## src/rtl/shift_issue_stage.sv

```systemverilog
// Decode/issue stage for the shift family feeding the barrel shifter.
// Decodes the R-type shift ops and queues control bundles in a 2-entry skid buffer.
module shift_issue_stage #(
  parameter int DATA_WIDTH = 32,
  parameter int ADDR_WIDTH = 5,
  parameter int CNT_WIDTH  = 16
) (
  input  logic                  clk,
  input  logic                  rst_n,
  input  logic                  in_valid,
  output logic                  in_ready,
  input  logic [31:0]           instr,
  input  logic [DATA_WIDTH-1:0] rs_val,
  input  logic [DATA_WIDTH-1:0] rt_val,
  output logic                  out_valid,
  input  logic                  out_ready,
  output logic [DATA_WIDTH-1:0] out_data,
  output logic [ADDR_WIDTH-1:0] out_count,
  output logic [1:0]            out_op,
  output logic [ADDR_WIDTH-1:0] out_rd,
  output logic                  drop_pulse,
  output logic [CNT_WIDTH-1:0]  issued_cnt,
  output logic [CNT_WIDTH-1:0]  dropped_cnt
);

  typedef struct packed {
    logic [DATA_WIDTH-1:0] data;
    logic [ADDR_WIDTH-1:0] count;
    logic [1:0]            op;
    logic [ADDR_WIDTH-1:0] rd;
  } bundle_t;

  typedef enum logic [1:0] {EMPTY, ONE, FULL} state_t;

  state_t  state, state_nx;
  bundle_t main_q, skid_q, dec;
  logic    dec_ok, in_fire, out_fire, enq;
  logic    load_main, load_skid, skid_to_main;
  logic    unused;

  assign unused   = ^{instr[25:22], instr[20:16], rs_val[DATA_WIDTH-1:ADDR_WIDTH]};
  assign in_fire  = in_valid & in_ready;
  assign out_fire = out_valid & out_ready;
  assign enq      = in_fire & dec_ok;

  // funct[2] selects the variable (register-count) forms; the low rs/sa bit
  // picks rotate over logical right for the SRL/SRLV encodings.
  always_comb begin
    dec        = '0;
    dec_ok     = 1'b0;
    dec.data   = rt_val;
    dec.rd     = ADDR_WIDTH'(instr[15:11]);
    dec.count  = instr[2] ? rs_val[ADDR_WIDTH-1:0] : ADDR_WIDTH'(instr[10:6]);
    case (instr[5:0])
      6'h00, 6'h04: begin dec.op = 2'd0;                   dec_ok = 1'b1; end
      6'h02:        begin dec.op = instr[21] ? 2'd3 : 2'd1; dec_ok = 1'b1; end
      6'h06:        begin dec.op = instr[6]  ? 2'd3 : 2'd1; dec_ok = 1'b1; end
      6'h03, 6'h07: begin dec.op = 2'd2;                   dec_ok = 1'b1; end
      default: ;
    endcase
    if (instr[31:26] != 6'd0 || instr[15:11] == 5'd0) dec_ok = 1'b0;
  end

  always_comb begin
    state_nx     = state;
    load_main    = 1'b0;
    load_skid    = 1'b0;
    skid_to_main = 1'b0;
    case (state)
      EMPTY: if (enq) begin load_main = 1'b1; state_nx = ONE; end
      ONE: begin
        if (enq && out_ready)  load_main = 1'b1;
        else if (enq)          begin load_skid = 1'b1; state_nx = FULL; end
        else if (out_ready)    state_nx = EMPTY;
      end
      FULL: if (out_ready) begin skid_to_main = 1'b1; state_nx = ONE; end
      default: state_nx = EMPTY;
    endcase
  end

  always_ff @(posedge clk) begin
    if (!rst_n) begin
      state       <= EMPTY;
      main_q      <= '0;
      skid_q      <= '0;
      in_ready    <= 1'b0;
      drop_pulse  <= 1'b0;
      issued_cnt  <= '0;
      dropped_cnt <= '0;
    end else begin
      state      <= state_nx;
      if (load_main)         main_q <= dec;
      else if (skid_to_main) main_q <= skid_q;
      if (load_skid)         skid_q <= dec;
      // registered ready mirrors the next state so no comb path reaches upstream
      in_ready   <= (state_nx != FULL);
      drop_pulse <= in_fire & ~dec_ok;
      if (out_fire && issued_cnt != '1)              issued_cnt  <= issued_cnt + 1'b1;
      if (in_fire && !dec_ok && dropped_cnt != '1)   dropped_cnt <= dropped_cnt + 1'b1;
    end
  end

  assign out_valid = (state != EMPTY);
  assign out_data  = main_q.data;
  assign out_count = main_q.count;
  assign out_op    = main_q.op;
  assign out_rd    = main_q.rd;

endmodule
```

## config.mk

```make
export PLATFORM = sky130hd
export DESIGN_NAME = shift_issue_stage
export DESIGN_NICKNAME = d
export VERILOG_FILES = /design/src/rtl/shift_issue_stage.sv
export SDC_FILE = /design/constraint.sdc
export NUM_CORES = 1
export LEC_CHECK = 0
export ABC_AREA = 1
export CORE_MARGIN = 2
export CORE_UTILIZATION = 51
export DETAILED_ROUTE_END_ITERATION = 12
export PLACE_DENSITY = 0.92
export SKIP_CTS_REPAIR_TIMING = 1
export SLEW_MARGIN = 20
export SYNTH_ARGS = -nofsm -noshare
export SYNTH_HDL_FRONTEND = slang
export SYNTH_SLANG_ARGS = --single-unit
```

## constraint.sdc

```tcl
create_clock -name clk -period 3.5 [get_ports clk]
set_input_delay 0.35 -clock clk [delete_from_list [all_inputs] [get_ports clk]]
set_output_delay 0.35 -clock clk [all_outputs]
set_load 0.03 [all_outputs]
```

[After elaboration in Yosys (flattened, before gate mapping)]
Index checks and enable logic that the tools add are counted.
Operators by class
  equal/unequal tests: 10
  reduce and logical (&&, ||, !) cells: 14
  bitwise operators: 5
  multiplexer cells: 21
  add/subtract/negate cells: 2
Operator list (number)
  2-to-1 mux 44 bit: 2
  adder 16 x 1 -> 16 bit, second input constant: 2
  != test 16 bit, second input constant: 2
  equality test 6 x 3 -> 1 bit, second input constant: 3
  2-to-1 mux 2 bit: 7
  equality test 6 x 2 -> 1 bit, second input constant: 2
  case mux 2 bit (3 select lines): 2
  2-to-1 mux 1 bit: 8
  logical NOT 6 bit: 1
  nonzero test 6 bit: 1
  OR reduction 6 bit: 1
  logical NOT 5 bit: 1
  2-to-1 mux 5 bit: 1
  bitwise AND 1 bit: 4
  logical AND 1 bit: 4
  nonzero test 2 bit: 2
  equality test 2 x 1 -> 1 bit, second input constant: 1
  equality test 2 bit, second input constant: 1
  logical NOT 2 bit: 1
  != test 2 bit, second input constant: 1
  case mux 1 bit (2 select lines): 1
  OR reduction 2 bit: 1
  logical NOT 1 bit: 1
  logical OR 1 bit: 1
  NOT 1 bit: 1
Storage, ports and cells
  input port bits: 100
  word-level logic and storage cells: 65
  output and inout bits: 79
  flip-flop bits (word level): 124

[Longest topological paths before layout]
  word-level depth: 9
  mapped depth: 10
  gate-level depth less buffers: 10

[Worst setup path after synthesis]
OpenSTA, ideal clock, no wires.
  path type: register to register
  start: register dropped_cnt[0]
  end: register dropped_cnt[6]
  slack: 1632 ps
  path buffers: 1
  clock period less this slack: 1868 ps
  data arrival time: 1729 ps
  setup time: 139 ps
  required time: 3361 ps
  stages on the path, launching flop included: 10
  cell sequence: dfxtp_1 > ha_1 > nand3_2 > nor2_4 > nand2_2 > nor3_1 > nor2_2 > buf_2 > nand2_1 > a21oi_2
Between the ends
  word-level cells in the longest chain between the ends: 2
  elaborated cells on any way between the ends: 3
  those cells by class: add/sub (1); eq/ne (1); reduce/logical (1)
Ends and longest elaborated chain
  from (decl): RTL line 23  | output logic [CNT_WIDTH-1:0] dropped_cnt
  from (signal assigned): RTL line 99  | if (in_fire && !dec_ok && dropped_cnt != '1) dropped_cnt <= dropped_cnt + 1'b1;
  parallel branches: the longest is 2 deep, another holds adder 16 x 1 -> 16 bit
Several ways; the timed one is not identified.
A chain may end at the register's enable or synchronous reset.

[Worst setup path in the final report]
  start: input instr[29]
  end: register skid_q[43] (netlist name)
Between the ends
  word-level cells in the longest chain between the ends: 7
  elaborated cells on any way between the ends: 8
  those cells by class: mux (4); bitwise (1); reduce/logical (3)
Ends and longest elaborated chain
  from (decl): RTL line 12  | input logic [31:0] instr,
  nonzero test 6 bit (*): RTL line 61  | if (instr[31:26] != 6'd0 || instr[15:11] == 5'd0) dec_ok = 1'b0;
  logical OR 1 bit (*): RTL line 61
  2-to-1 mux 1 bit (*): RTL line 61
  bitwise AND 1 bit (*): RTL line 44  | assign enq = in_fire & dec_ok;
  2-to-1 mux 1 bit / logical AND 1 bit (equally long branches): RTL line 73, 72
  2-to-1 mux 1 bit (*): RTL line 72  | if (enq && out_ready) load_main = 1'b1;
  2-to-1 mux 1 bit (*): RTL line 69  | case (state)
  to (signal assigned): RTL line 85  | skid_q <= '0;
  to (signal assigned): RTL line 94  | if (load_skid) skid_q <= dec;
  to (decl): RTL line 36  | bundle_t main_q, skid_q, dec;
Every way passes the cells marked *; elsewhere a longest branch is shown, timed or not.

==> metrics.md <==
| Metric | Value |
|---|---|
| Synth Cell Area | `5760 sq um` |
| Clock-pin slew on the worst setup and hold paths | `0.05 ns` |
| Mapped Cells | `824` |
| GR Overflow Total | `0` |
| Period utilization | `67.7%` |
| FF-to-FF path depth | `8` |
| Final hold slack | `0.315 ns` |
| DRC errors left | `0` |
| Core Region | `10900 sq um` |
| Number of global-route vias before repair | `5221` |
| Yosys Warn Count | `0` |
| First-pass GRT wire length | `23.6 mm` |
| Min-Delay Path Depth | `3` |
| R2R Path Start | `issued_cnt[0]$_SDFFE_PN0P_` |
| Area grow syn2layout | `35.8%` |
| Drt via density | `5.17` |
| WP data required | `3.79 ns` |
| Top-area cell type share of the netlist area | `43.1%` |
| Clock tree buffer depth | `2` |
| Routed Antenna Nets | `0` |
| Leading post-synthesis cells by instance count | `195 x nand2_1, 124 x dfxtp_1, 121 x nor2_1` |
| Setup crit start | `instr[29]` |
| Hold WC Path Type | `in2reg` |
| Seq pwr share | `42.5%` |
| HP Start | `rst_n` |
| Fraction of registers with async set/reset | `0%` |
| Skew-Pair Late Insertion Delay | `0.41 ns` |
| Kind of start point of the critical path | `primary input` |
| CP max stage delay | `0.53 ns` |
| Max_cap viols | `0` |
| Int Power | `2.65 mW` |
| Ranking of synthesized cells by area | `dfxtp_1 43%, nand2_1 13%, nor2_1 7.9%` |
| CP arrival | `2.66 ns` |
| Initial antenna violation count | `0` |
| CP max FO | `60` |
| Routed WL | `14.5 mm` |
| Post-synth EDFFs | `0` |
| CP max stage cell | `nand3_2` |
| IO buf count | `142` |
| Final hold violations | `0` |
| Sw power | `690 uW` |
| Leakage | `2.84 nW` |
| Ant. Diodes | `0` |
| Syn_area_per_cell | `6.99 sq um` |
| Initial Util | `52.7%` |
| # nets final | `1049` |
| DRT iter0 DRCs | `477` |
| CP delay by family, top | `simple AND/OR/NAND/NOR gates` |
| GR Util All Layers | `24.7%` |
| Clock net sink count | `124` |
| RSZ-0062 raised after global routing | `no` |
| Yosys cell types | `29` |
| RR Endpoint | `issued_cnt[8]$_SDFFE_PN0P_` |
| CP endpoint kind | `flop` |
| WHS Endpoint | `issued_cnt[2]$_SDFFE_PN0P_` |
| Worst vdd rail ir drop | `0.464 mV` |
| Critical path class | `in2reg` |
| Final Max Slew Viols | `0` |
| Clock buffer count from CTS | `17` |
| Pin count of the biggest net entering global routing | `79` |
| Die height | `110 microns` |
| Relative slew slack | `48.9%` |
| Post-DP HPWL | `9.34 mm` |
| Most common cell in the netlist | `nand2_1` |
| Seq/Total Area, Yosys | `43.1%` |
| Row count | `38` |
| RePlAce Congestion | `0.937` |
| Clk root buf | `clkbuf_16` |
| Setup slack, reg-to-reg | `1.22 ns` |
| Pwr/cell area | `427 nW/um^2` |
| Worst Tran Pin Value | `0.766 ns` |
| CP cell instances | `clkdlybuf4s50_1, nor2_1, nand2_1, nor2_1, nand2_1, nor2_2, nand3_2, buf_12, o21ai_0, a21oi_1` |
| Skew final | `0.00804 ns` |
| Avg WL per Cell | `13.2 microns` |
| Status | `completed` |
| Iteration count of the initial detailed-routing pass | `6` |
| Bufs and invs on worst path | `2` |
| Reg area | `2480 sq um` |
| Combined area of the multi-input logic cells | `2760 sq um` |
| Fmax | `0.422 GHz` |
| Die width | `110 microns` |
| Comb power frac | `4.6%` |
| Synth area leader | `dfxtp_1` |
| Mapped Nets | `926` |
| Clock power share | `52.9%` |
| # fillers | `856` |
| Most used DFF post-synth | `dfxtp_1` |
| Vias | `5692` |
| Die ar. | `12200 sq um` |
| CTS tree | `done` |
| TNS Setup | `0 ns` |
| IO Count | `179` |
| Switch share | `20.7%` |
| Number of H-tree levels | `4` |
| Crit path time final | `2.37 ns` |
| Setup-violating endpoint count in the final report | `0` |
| Yosys reg bits | `124` |
| Fraction of layout cells with a size suffix above 1 | `6.67%` |
metrics by stage:
stage	total power [mW]	instance area, sq um	cells	worst slack [ns]	util (%)
2_1_floorplan	1.51	5760	824	1.63	-
3_3_place_gp	1.60	7220	1068	0.882	66.0
3_5_place_dp	1.60	7220	1068	0.790	66.0
4_1_cts	3.36	7830	1100	1.16	71.6
5_1_grt	3.44	7830	1100	0.895	71.6
6_report	3.34	7830	1100	1.13	71.6
per-layer routing:
layer  global-route usage [%]  part of all wire (%)  up-vias
li1                         -                     -     2894
met1                     29.1                    41     2570
met2                     41.6                    49      195
met3                     8.41                   8.2       33
met4                     9.64                   2.3        0
met5                        0                     0        -
registers in the layout (all words and copies together) (netlist names):
| signal | count |
|---|---|
| out_data | 32 |
| drop_pulse | 1 |
| in_ready | 1 |
| skid_q | 44 |
| state | 2 |
| out_rd | 5 |
| out_count | 5 |
| issued_cnt | 16 |
| dropped_cnt | 16 |
| out_op | 2 |
cell usage in the layout, fill, tap and decap left out, types with 17 or more instances in the layout:
cell type and instances:
a21oi_1 70, clkbuf_16 17, clkdlybuf4s50_1 141, dfxtp_1 124, inv_1 82, nand2_1 195, nand3_1 20, nor2_1 121
o211ai_1 37, o21ai_0 53
area by class of cell:
type / count / share of cell area (%)
clock buffers: 21 / 5.88
clock inverters: 11 / 1.82
inverters: 84 / 4.03
multi-input cells: 571 / 35.2
flip-flops and latches: 124 / 31.7
well taps: 140 / 2.24
repair buffers: 149 / 19.1
power by group through the flow:
stage / Combinational (mW) / Sequential, mW / Clock [mW]
2_1_floorplan: 0.0536 / 1.45 / 0
3_3_place_gp: 0.150 / 1.45 / 0
3_5_place_dp: 0.152 / 1.45 / 0
4_1_cts: 0.154 / 1.42 / 1.79
5_1_grt: 0.170 / 1.42 / 1.86
6_report: 0.154 / 1.42 / 1.77
worst min-delay path, cell delays in order:
cell and delay (ns):
buf_2 0.19, nand2_1 0.10, nor2_1 0.03
logic make-up (layout without fill, tap and decap cells):
family | count (synthesis) | in the layout | share of synthesized area [%]
xor gates and xnor gates | 23 | 23 | 3.50
DFF | 124 | 124 | 43.1
AOI/OAI and AO/OA | 178 | 178 | 17.9
and+or+nand+nor | 368 | 368 | 26.0
buffers and inverters | 129 | 265 | 9.12
adders and majority gates | 2 | 2 | 0.434
worst max-delay path by stage:
stage,end,depth (start not counted)
finish,skid_q[43]$_SDFFE_PN0P_,10
global route,issued_cnt[10]$_SDFFE_PN0P_,8
CTS,skid_q[11]$_SDFFE_PN0P_,8
detailed placement,skid_q[10]$_SDFFE_PN0P_,8
global placement,skid_q[4]$_SDFFE_PN0P_,10
floorplan,dropped_cnt[6]$_SDFFE_PN0P_,9
(Power assumes the default switching activity.)
